`src/rtl/pwtx_pkg.sv`:
```
// pwtx_pkg: shared encodings and defaults for the pulse-width LED link
package pwtx_pkg;

    typedef enum logic [1:0] {
        IDLE = 2'd0,
        LOW  = 2'd1,
        HIGH = 2'd2
    } pwtx_state_e;

    localparam int BITS_PER_FRAME = 8;
    localparam int CNT_W          = $clog2(BITS_PER_FRAME);
    localparam int TIMER_W        = 4;
    localparam int SHORT_LOW_DEF  = 3;
    localparam int LONG_LOW_DEF   = 12;
    localparam int GAP_DEF        = 4;

    // Timer load value for the low pulse of one bit: a '1' is short, a '0' is long
    function automatic logic [TIMER_W-1:0] low_load(input logic b, input int s, input int l);
        return b ? TIMER_W'(s - 1) : TIMER_W'(l - 1);
    endfunction

endpackage

```
`src/rtl/pw_bit_timer.sv`:
```
// pw_bit_timer: loadable down-counter that flags when it reads zero
module pw_bit_timer
    import pwtx_pkg::*;
(
    input  logic               clock,
    input  logic               reset,
    input  logic               load,
    input  logic [TIMER_W-1:0] load_val,
    output logic               done
);

    logic [TIMER_W-1:0] cnt_q, cnt_d;

    // Load wins; otherwise count down and park at zero
    always_comb cnt_d = load ? load_val : (cnt_q != '0 ? cnt_q - 1'b1 : cnt_q);

    // Counter register
    always_ff @(posedge clock or posedge reset)
        if (reset) cnt_q <= '0;
        else       cnt_q <= cnt_d;

    assign done = cnt_q == '0;

endmodule

```
`src/rtl/pulse_width_tx.sv`:
```
// pulse_width_tx: serialises one byte per handshake as pulse-width bits on txd (optional PWTX_FRAME_COUNT_EN adds frames counter)
module pulse_width_tx
    import pwtx_pkg::*;
#(
    parameter int SHORT_LOW = SHORT_LOW_DEF,
    parameter int LONG_LOW  = LONG_LOW_DEF,
    parameter int GAP       = GAP_DEF
) (
    input  logic       clock,
    input  logic       reset,
    input  logic [7:0] data,
    input  logic       valid,
    output logic       ready,
    output logic       txd,
    output logic       busy
`ifdef PWTX_FRAME_COUNT_EN
    ,
    output logic [7:0] frames
`endif
);

    pwtx_state_e        state_q, state_d;
    logic [7:0]         shreg_q, shreg_d;
    logic [CNT_W-1:0]   bitcnt_q, bitcnt_d;
    logic               txd_q, txd_d;
    logic               ready_q, ready_d;
    logic               t_load;
    logic [TIMER_W-1:0] t_val;
    logic               t_done;

    pw_bit_timer u_timer (
        .clock    (clock),
        .reset    (reset),
        .load     (t_load),
        .load_val (t_val),
        .done     (t_done)
    );

    // Next-state logic: every state change reloads the timer with the new state's duration
    always_comb begin
        state_d  = state_q;
        shreg_d  = shreg_q;
        bitcnt_d = bitcnt_q;
        txd_d    = txd_q;
        ready_d  = ready_q;
        t_load   = 1'b0;
        t_val    = '0;
        case (state_q)
            IDLE: if (valid && ready_q) begin
                state_d = LOW;
                shreg_d = data;
                txd_d   = 1'b0;
                ready_d = 1'b0;
                t_load  = 1'b1;
                t_val   = low_load(data[0], SHORT_LOW, LONG_LOW);
            end
            LOW: if (t_done) begin
                state_d  = HIGH;
                shreg_d  = {1'b0, shreg_q[7:1]};
                bitcnt_d = bitcnt_q + 1'b1;
                txd_d    = 1'b1;
                t_load   = 1'b1;
                t_val    = TIMER_W'(GAP - 1);
            end
            HIGH: if (t_done) begin
                if (bitcnt_q == '0) begin
                    state_d = IDLE;
                    ready_d = 1'b1;
                end else begin
                    state_d = LOW;
                    txd_d   = 1'b0;
                    t_load  = 1'b1;
                    t_val   = low_load(shreg_q[0], SHORT_LOW, LONG_LOW);
                end
            end
            default: begin
                state_d = IDLE;
                txd_d   = 1'b1;
                ready_d = 1'b1;
            end
        endcase
    end

    // FSM and datapath registers; reset forces the line back to marking at once
    always_ff @(posedge clock or posedge reset)
        if (reset) begin
            state_q  <= IDLE;
            shreg_q  <= '0;
            bitcnt_q <= '0;
            txd_q    <= 1'b1;
            ready_q  <= 1'b1;
        end else begin
            state_q  <= state_d;
            shreg_q  <= shreg_d;
            bitcnt_q <= bitcnt_d;
            txd_q    <= txd_d;
            ready_q  <= ready_d;
        end

    assign ready = ready_q;
    assign busy  = ~ready_q;
    assign txd   = txd_q;

`ifdef PWTX_FRAME_COUNT_EN
    logic [7:0] frames_q, frames_d;

    // A frame counts only when its final gap completes
    always_comb frames_d = (state_q == HIGH && t_done && bitcnt_q == '0) ? frames_q + 8'd1 : frames_q;

    // Frame counter register
    always_ff @(posedge clock or posedge reset)
        if (reset) frames_q <= '0;
        else       frames_q <= frames_d;

    assign frames = frames_q;
`endif

endmodule
```
`config.mk`:
```
export PLATFORM = sky130hd
export DESIGN_NAME = pulse_width_tx
export DESIGN_NICKNAME = d
export VERILOG_FILES = /design/src/rtl/pwtx_pkg.sv /design/src/rtl/pw_bit_timer.sv /design/src/rtl/pulse_width_tx.sv
export SDC_FILE = /design/constraint.sdc
export NUM_CORES = 1
export LEC_CHECK = 0
export BUFFER_PORTS_ARGS = -buffer_cell sky130_fd_sc_hd__buf_2
export CAP_MARGIN = 20
export CORE_MARGIN = 2
export CORE_UTILIZATION = 45
export CTS_CLUSTER_DIAMETER = 60
export DETAILED_ROUTE_END_ITERATION = 16
export HOLD_SLACK_MARGIN = 0.06
export SETUP_SLACK_MARGIN = 0.05
export SLEW_MARGIN = 20
export SYNTH_ARGS = -nofsm -noshare
export SYNTH_HDL_FRONTEND = slang
export SYNTH_SLANG_ARGS = --single-unit
export TNS_END_PERCENT = 1
```
`constraint.sdc`:
```
create_clock -name clock -period 3.7 [get_ports clock]
set_input_delay 0.37 -clock clock [delete_from_list [all_inputs] [get_ports clock]]
set_output_delay 0.37 -clock clock [all_outputs]
set_load 0.01 [all_outputs]
```
# Word-level counts from Yosys, hierarchy flattened
# Cells that the tools add are included.
dict set report totals {
  reg_bits 19
  input_bits 11
  word_cells 59
}
dict set report op_classes {
  add_sub_neg 2
  n_eq_ne 7
  mux 30
  bitwise_logic 2
  n_reduce_logical 12
}
# operator count
set op_table {}
lappend op_table {{$mux W4} 7}
lappend op_table {{$mux W8} 2}
lappend op_table {{$pmux W8 S2} 1}
lappend op_table {{$pmux W4 S3} 1}
lappend op_table {{$mux W1} 11}
lappend op_table {{$ne A2 B2 Y1 const B} 5}
lappend op_table {{$pmux W1 S3} 3}
lappend op_table {{$mux W2} 4}
lappend op_table {{$reduce_and A4 Y1} 2}
lappend op_table {{$pmux W2 S3} 1}
lappend op_table {{$reduce_and A3 Y1} 2}
lappend op_table {{$logic_not A4 Y1} 1}
lappend op_table {{$reduce_bool A2 Y1} 2}
lappend op_table {{$reduce_bool A4 Y1} 1}
lappend op_table {{$sub A4 B1 Y4 const B} 1}
lappend op_table {{$add A3 B1 Y3 const B} 1}
lappend op_table {{$logic_not A3 Y1} 1}
lappend op_table {{$eq A2 B1 Y1 const B} 1}
lappend op_table {{$eq A2 B2 Y1 const B} 1}
lappend op_table {{$logic_not A2 Y1} 1}
lappend op_table {{$not A1 Y1} 2}
lappend op_table {{$reduce_and A2 Y1} 1}
lappend op_table {{$logic_and A1 B1 Y1} 1}

# Depth between registers and ports, before layout
# Gate-level depths: netlist (run 1).
dict set report depth {
  depth_word 5
  depth_mapped 7
}

# Hierarchy
# A second synthesis (run 1) with hierarchy kept.
dict set report hier_totals {
  hier_cells 87
  area_unflattened_um2 1068.5
}
# module instances cells_per_inst area_per_inst_um2
set modules_own_cells {}
lappend modules_own_cells {pulse_width_tx 1 65 832.0}
lappend modules_own_cells {pw_bit_timer 1 22 236.5}

# Worst setup path before layout (run 1)
# Ideal clock, no wire load.
dict set report synth_path {
  kind {register to register}
  startpoint {register u_timer.cnt_q[0]}
  endpoint {register bitcnt_q[1]}
  setup_ps 125
  arrival_time_ps 1426
  required_time_ps 3575
  slack_ps 2149
  stages_incl_launch_ff 6
  synth_period_minus_slack_ps 1551
  cell_sequence {dfrtp_1 inv_1 ha_1 nor3b_4 nand2_2 mux2_4}
}
dict set report synth_via {
  elab_chain_len 2
}
# item line_no
set synth_lines {}
lappend synth_lines {{from (decl)} pw_bit_timer.sv:12} ;# logic [TIMER_W-1:0] cnt_q, cnt_d;
lappend synth_lines {{from (signal assigned)} pw_bit_timer.sv:20} ;# else cnt_q <= cnt_d;
lappend synth_lines {{$logic_not A4 Y1} pw_bit_timer.sv:22} ;# assign done = cnt_q == '0;
lappend synth_lines {{$reduce_and A2 Y1 (no source line)} n/a}
lappend synth_lines {{to (signal assigned)} pulse_width_tx.sv:95} ;# bitcnt_q <= bitcnt_d;
lappend synth_lines {{to (decl)} pulse_width_tx.sv:24} ;# logic [CNT_W-1:0] bitcnt_q, bitcnt_d;
# No other way between the ends.
# A chain may end at the register's enable or synchronous reset.

# Worst setup path in the final report (run 1)
dict set report layout_path {
  startpoint {register u_timer.cnt_q[0]}
  endpoint {register shreg_q[3]}
}
dict set report layout_via {
  elab_chain_len 3
}
# item line_no
set layout_lines {}
lappend layout_lines {{$logic_not A4 Y1} pw_bit_timer.sv:22}
lappend layout_lines {{$ne A2 B2 Y1 (no source line)} n/a}
lappend layout_lines {{$reduce_and A3 Y1 (no source line)} n/a}
lappend layout_lines {{to (signal assigned)} pulse_width_tx.sv:94} ;# shreg_q <= shreg_d;
lappend layout_lines {{to (decl)} pulse_width_tx.sv:23} ;# logic [7:0] shreg_q, shreg_d;
# No other way between the ends.

==> results.md, run 1 <==
- CP max stage delay: 480 ps
- Final Util: roughly 51%
- Antenna viol nets, final: 0
- Synth warn: 0
- R2R Setup Slk: 1890 ps
- Share of layout cells above drive strength 1: between 20% and 30%
- Peak supply drop: 0.0002024 V
- Commonest cells after routing, fill and taps aside: 17 x dfrtp_1, 13 x nand2_1, 13 x buf_2
- Largest net degree at the start of global routing: 20
- Post-Syn Nets: 112
- Sequential element share of the synthesized area: a little under half
- Vias in the first global route: 690
- Yosys cell types: 32
- Initial antenna violation count: 0
- GRT overflow: 0
- Synthesis-stage register bit count: 19
- Clock latency on the worst-skew pair: ~290 ps
- Worst R2R Start: u_timer.cnt_q[0]$_DFFE_PP0P_
- Core area: around 2200 um^2
- CTS HTree Levels: 1
- Crit share post-route: 49.03%
- P&R area growth vs syn: 10.15%
- Reg2reg path depth: 6
- Slew HR: 51.85%
- CP endpoint kind: flip-flop
- Clock skew: roughly 4.7 ps
- Detailed Routing Iterations Pass 1: 4
- Remaining DRCs: 0
- Cts hold-fix bufs: 0
- Fmax: 551.2 MHz
- Worst r2r dst: shreg_q[3]$_DFFE_PP0P_
- I/O pin count: 14
- Number of diodes: 0
- Root buffer selected by CTS: clkbuf_4
- Final WL: 1766 um
- CP bufs+invs: 1
- Crit path max fanout: 15
- GRT Total Usage: 16.50%
- Final GP Congestion: approximately 0.8
- Wire per inst: 12.52 um
- Final-report hold violation count: 0
- Slew Limit Fails: 0
- Worst hold path type: in2async
- First-pass GRT wire length: around 3200 um
- Via count: 710
- Power per Cell Area: 289.2 nW/um^2
- Post-cts resize count: 0
- Post-Synthesis Cells: 98
- Setup CP Type: reg2reg
- Period minus WS final: 1814 ps
- Synthesized area per cell: between 10 and 15 um^2
- CTS tree: yes
- Chip Width: 51.69 um
- Clock Sinks: 19
- Most common cell after layout, fill and taps aside: dfrtp_1
- Worst Path Arrival: 1990 ps
- Final setup viols: 0
- RSZ-0062 raised after global routing: no
- Vias per inst: 5.035
- Crit path cell chain: inv_1, ha_1, nor3b_4, a21oi_2, nand2_1, o21ai_2
- Initial DRC count: 11
- Crit path max-delay cell type: nor3b_4
- DIE AREA: 2672 um^2
- DP HPWL: roughly 1400 um
- Max-cap viol count: 0
- Final setup TNS: 0 ps
- Run status: finished, final reports clean
- Post-CTS setup buffers: 0
- Crit start category: flip-flop
- Die Ht: 51.69 um
- Req. time, crit path: ~3900 ps
- CTS Buf Count: 3
- Worst-path clk slew: about 110 ps
- Clock Tree Buf Depth: 2
- Starting Density: 46.72%
- Port bufs: 13
- Leak pwr: 0.5345 nW
- Worst slew pin tran: around 720 ps
- Cell area after synthesis: 1023 um^2
- NumNets Final: 128
- Row cnt: 17
- Top Family by Delay on Critical Path: simple AND/OR/NAND/NOR gates
cell usage after synthesis, drive strengths merged:
library cell	n	area (um^2)
nand2	14	55.06
ha	3	37.54
a21o	1	7.510
nor2	4	15.01
o311ai	1	8.760
buf	2	22.52
o22ai	1	6.260
dfrtp	17	425.4
nand2b	5	31.28
nand3	4	25.02
o32a	1	10.01
inv	8	30.03
nand3b	2	15.01
mux2i	7	70.07
mux2	2	26.27
nor4bb	1	25.02
dfstp	2	52.55
o2111ai	1	8.760
a21boi	1	7.510
o21ai	10	57.55
a21oi	5	28.78
nor3b	1	18.77
nor2b	1	8.760
o21a	1	7.510
nor3	1	5.000
xnor2	2	17.52
report_power, final:
group	leakage, nW	switching [mW]	internal [mW]	total (mW)
Sequential	0.246	0	0.208	0.208
Clock	0.0150	0.0622	0.0419	0.104
Combinational	0.274	0.00791	0.00640	0.0143
kinds of logic (layout without fill, tap and decap cells):
group | after synthesis | in the layout | share of synthesized area, %
flops | 19 | 19 | 46.70
mux | 9 | 9 | 9.413
simple gates | 33 | 33 | 19.44
fa+ha+maj | 3 | 3 | 3.668
xor+xnor | 2 | 2 | 1.712
compound gates | 22 | 22 | 13.94
buf+inv | 10 | 25 | 5.134
how the worst max path moves through the flow:
stage               depth (start not counted)                       to  slack, ps                    startpoint
floorplan                                   5  bitcnt_q[1]$_DFFE_PP0N_       2150  u_timer.cnt_q[0]$_DFFE_PP0P_
global placement                            4   shreg_q[3]$_DFFE_PP0P_       1930        state_q[0]$_DFFE_PP0P_
detailed placement                          4   shreg_q[5]$_DFFE_PP0P_       1870        state_q[0]$_DFFE_PP0P_
CTS                                         6   shreg_q[5]$_DFFE_PP0P_       1870  u_timer.cnt_q[0]$_DFFE_PP0P_
global route                                4   shreg_q[1]$_DFFE_PP0P_       1660        state_q[0]$_DFFE_PP0P_
finish                                      6   shreg_q[3]$_DFFE_PP0P_       1890  u_timer.cnt_q[0]$_DFFE_PP0P_
layout make-up:
| cell class | instances | area [um^2] |
|---|---|---|
| multi-input cells | 69 | 493.0 |
| inverters | 8 | 30.03 |
| repair buffers | 13 | 65.06 |
| clock buffers | 4 | 26.28 |
| well taps | 28 | 35.03 |
| flip-flops and latches | 19 | 478.0 |
| fillers | 215 | 1064 |
flip-flops by register name (all words and copies together) (netlist names):
name           count
shreg_q            8
ready              1
state_q            2
txd                1
bitcnt_q           3
u_timer.cnt_q      4
per-stage QoR:
stage / power (mW) / instance area, um^2 / setup slack (ps) / hold WS, ps / std cells
2_1_floorplan: 0.2191 / 1023 / 2149 / 319.7 / 98
3_3_place_gp: 0.2262 / 1101 / 1928 / 457.2 / 137
3_5_place_dp: 0.2264 / 1101 / 1867 / 455.5 / 137
4_1_cts: 0.3299 / 1127 / 1869 / 194.2 / 141
5_1_grt: 0.3432 / 1127 / 1662 / 229.5 / 141
6_report: 0.3261 / 1127 / 1886 / 179.7 / 141
metal layers:
metal	track usage (%)	routed length [um]	vias to the layer above	share of wire, %
met5	0	0	-	0
met4	6.579	12	0	0.68
met3	2.586	40	2	2.3
met2	25.64	869	8	49
met1	23.05	844	326	48
li1	-	-	374	-
(Power assumes the default switching activity.)
==> inputs of run 2 (changes only) <==
PLACE_DENSITY = 0.67   (was default)
clock period = 1.6 ns   (was 3.7 ns; I/O delays follow)
==> run 2 against run 1 <==
Net effect: first-iteration DRC count grew 18%; cell count grew 9.2%; sequential power grew 130%; sequential cell count is the same; maximum frequency grew 23%; routed wire length grew 5.3%; count of clock-buffer cells in the layout shrank 1; critical endpoint is now bitcnt_q[1]$_DFFE_PP0N_; largest power group unchanged; highest routed layer unchanged.
==> results.md, run 2 (same netlist as run 1, synthesis figures left out) <==
- Run status: finished, final reports clean
- Switching Share: 21.56%
- P&R area growth vs syn: 22.62%
- Worst R2R Start: u_timer.cnt_q[1]$_DFFE_PP0P_
- CTS HTree Levels: 1
- I/O pin count: 14
- Vias in the first global route: about 770
- Remaining DRCs: 0
- Max-cap viol count: 0
- Cell internal pwr: 0.5912 mW
- Peak supply drop: 0.0004039 V
- Starting Density: between 40 and 50%
- Wire per inst: ~12 um
- Switching pwr: 0.1624 mW
- Clock skew: approximately 7.5 ps
- Comb pwr share: 4.9%
- Commonest cells after routing, fill and taps aside: 17 x dfrtp_1, 13 x nand2_1, 13 x buf_2
- Slew Limit Fails: 0
- Biggest regs: shreg_q: 8 flops, u_timer.cnt_q: 4 flops, bitcnt_q: 3 flops
- CP bufs+invs: 2
- Worst slew pin tran: approximately 710 ps
- Initial antenna violation count: 0
- Final-report hold violation count: 0
- Req. time, crit path: 1780 ps
- Final setup TNS: 0 ps
- RSZ-0062 raised after global routing: yes
- DIE AREA: 2672 um^2
- Antenna viol nets, final: 0
- Via count: between 700 and 800
- Port bufs: 13
- Storage cell area: approximately 480 um^2
- Crit path max-delay cell type: dfrtp_1
- Root buffer selected by CTS: clkbuf_4
- Top Family by Delay on Critical Path: flip-flops
- Worst Path Arrival: 1660 ps
- Top reg by flops: shreg_q
- Die Ht: 51.69 um
- DP HPWL: 1362 um
- Slew HR: 52.42%
- GRT Total Usage: about 17%
- Number of diodes: 0
- Multi-input logic area: 500.5 um^2
- Share of layout cells above drive strength 1: 31.75%
- Setup CP Type: reg2reg
- Fmax: a little under 700 MHz
- Crit path cell chain: inv_1, ha_1, nor3b_4, buf_6, nand2_2, mux2_4
- Clock Power Share: 31.4%
- Post-Layout Inst Area: between 1000 and 1500 um^2
- Row cnt: 17
- Largest net degree at the start of global routing: 20
- Crit start category: flip-flop
- Clock Tree Buf Depth: 2
- CP max stage delay: 400 ps
- NumNets Final: 141
- Crit share post-route: about 92%
- CTS tree: yes
- Setup crit start: u_timer.cnt_q[1]$_DFFE_PP0P_
- Chip Width: a little over 50 um
- Sequential share of power: 63.7%
- Power per Cell Area: between 600 and 700 nW/um^2
- Worst hold path type: in2reg
- Worst-path clk slew: 110 ps
- CTS Buf Count: 3
- Pre-CTS WS: -32.95 ps
- Detailed Routing Iterations Pass 1: 4
- First-pass GRT wire length: 3339 um
- Leak pwr: 0.6103 nW
- Setup WS post-layout: 127.2 ps
- Crit path max fanout: 5
- Hold wc startpoint: data[3]
- Fill count: 201
- Final WL: 1859 um
- CP endpoint kind: flip-flop
- Period minus WS final: approximately 1500 ps
- Core area: 2191 um^2
- Post-Place Cell Area: 1154 um^2
- Final setup viols: 0
- Clock Sinks: 19
- Largest register FFs: 8
- Most common cell after layout, fill and taps aside: dfrtp_1
- Clock latency on the worst-skew pair: 290 ps
- Final GP Congestion: 0.7739
- Initial DRC count: 13
- Vias per inst: 5.065
- GRT overflow: 0
[run 2: changes by cell type in the layout (fill, tap and decap cells not counted)]
cell           previous run  this run
buf_4                     0         9
dlygate4sd3_1             0         2
a21oi_2                   1         0
a21oi_4                   0         1
buf_12                    0         1
buf_6                     0         1
clkbuf_1                  1         0
clkinv_2                  0         1
[run 2: per-stage QoR]
step / total power, mW / std cells / hold WS [ps] / util (%)
finish: 0.7536 / 154 / 128.5 / 57.28
CTS: 0.7740 / 150 / 117.9 / 55.17
global placement: 0.5224 / 144 / 307.6 / 52.66
detailed placement: 0.5233 / 144 / 315.0 / 52.66
global route: 0.7908 / 154 / 132.9 / 57.28
floorplan: 0.5066 / 98 / 109.6 / -
[run 2: repair_timing]
item | in CTS | in global routing
endpoints found under the hold margin | 18 | 0
pin swaps | 0 | 1
gates cloned | 0 | 0
buffers inserted | 0 | 4
setup endpoints to repair | 8 | 12
hold buffers | 2 | 0
resized for setup | 1 | 1
[run 2: tightest hold or removal path, delay by kind of cell]
kind,cells,cell delay [ps]
multiplexers,1,60
buffers and inverters,1,70
AO/OA/AOI/OAI,1,100
[run 2: final cells by class]
| class | instances | share of cell area (%) |
|---|---|---|
| Tap cell | 28 | 2.792 |
| Clock buffer | 3 | 1.795 |
| Inverter | 8 | 2.393 |
| Timing Repair Buffer | 26 | 14.66 |
| Sequential cell | 19 | 38.09 |
| Multi-Input combinational cell | 69 | 39.88 |
| Clock inverter | 1 | 0.3988 |
[run 2: power groups by stage]
stage | sequential [mW] | clock (mW) | combinational [mW]
after CTS | 0.480 | 0.256 | 0.0378
after global routing | 0.480 | 0.268 | 0.0426
after detailed placement | 0.489 | 0 | 0.0339
final | 0.480 | 0.237 | 0.0366
after floorplan | 0.489 | 0 | 0.0172
after global placement | 0.489 | 0 | 0.0330
[run 2: worst paths after layout]
kind                                            to  slack (ps)  depth (start not counted)
setup / recovery           bitcnt_q[1]$_DFFE_PP0N_         130                          6
setup reg to reg           bitcnt_q[1]$_DFFE_PP0N_         130                          6
max in group asynchronous   state_q[0]$_DFFE_PP0P_         640                          3
hold / removal              shreg_q[3]$_DFFE_PP0P_         130                          3
hold reg to reg            bitcnt_q[2]$_DFFE_PP0N_         480                          1
min in group asynchronous   shreg_q[5]$_DFFE_PP0P_         510                          3
[run 2: metal layers]
layer | part of all wire [%] | global-route usage, %
met4 | 0.54 | 6.579
met5 | 0 | 0
met1 | 48 | 22.45
met3 | 1.6 | 3.448
met2 | 50 | 27.35
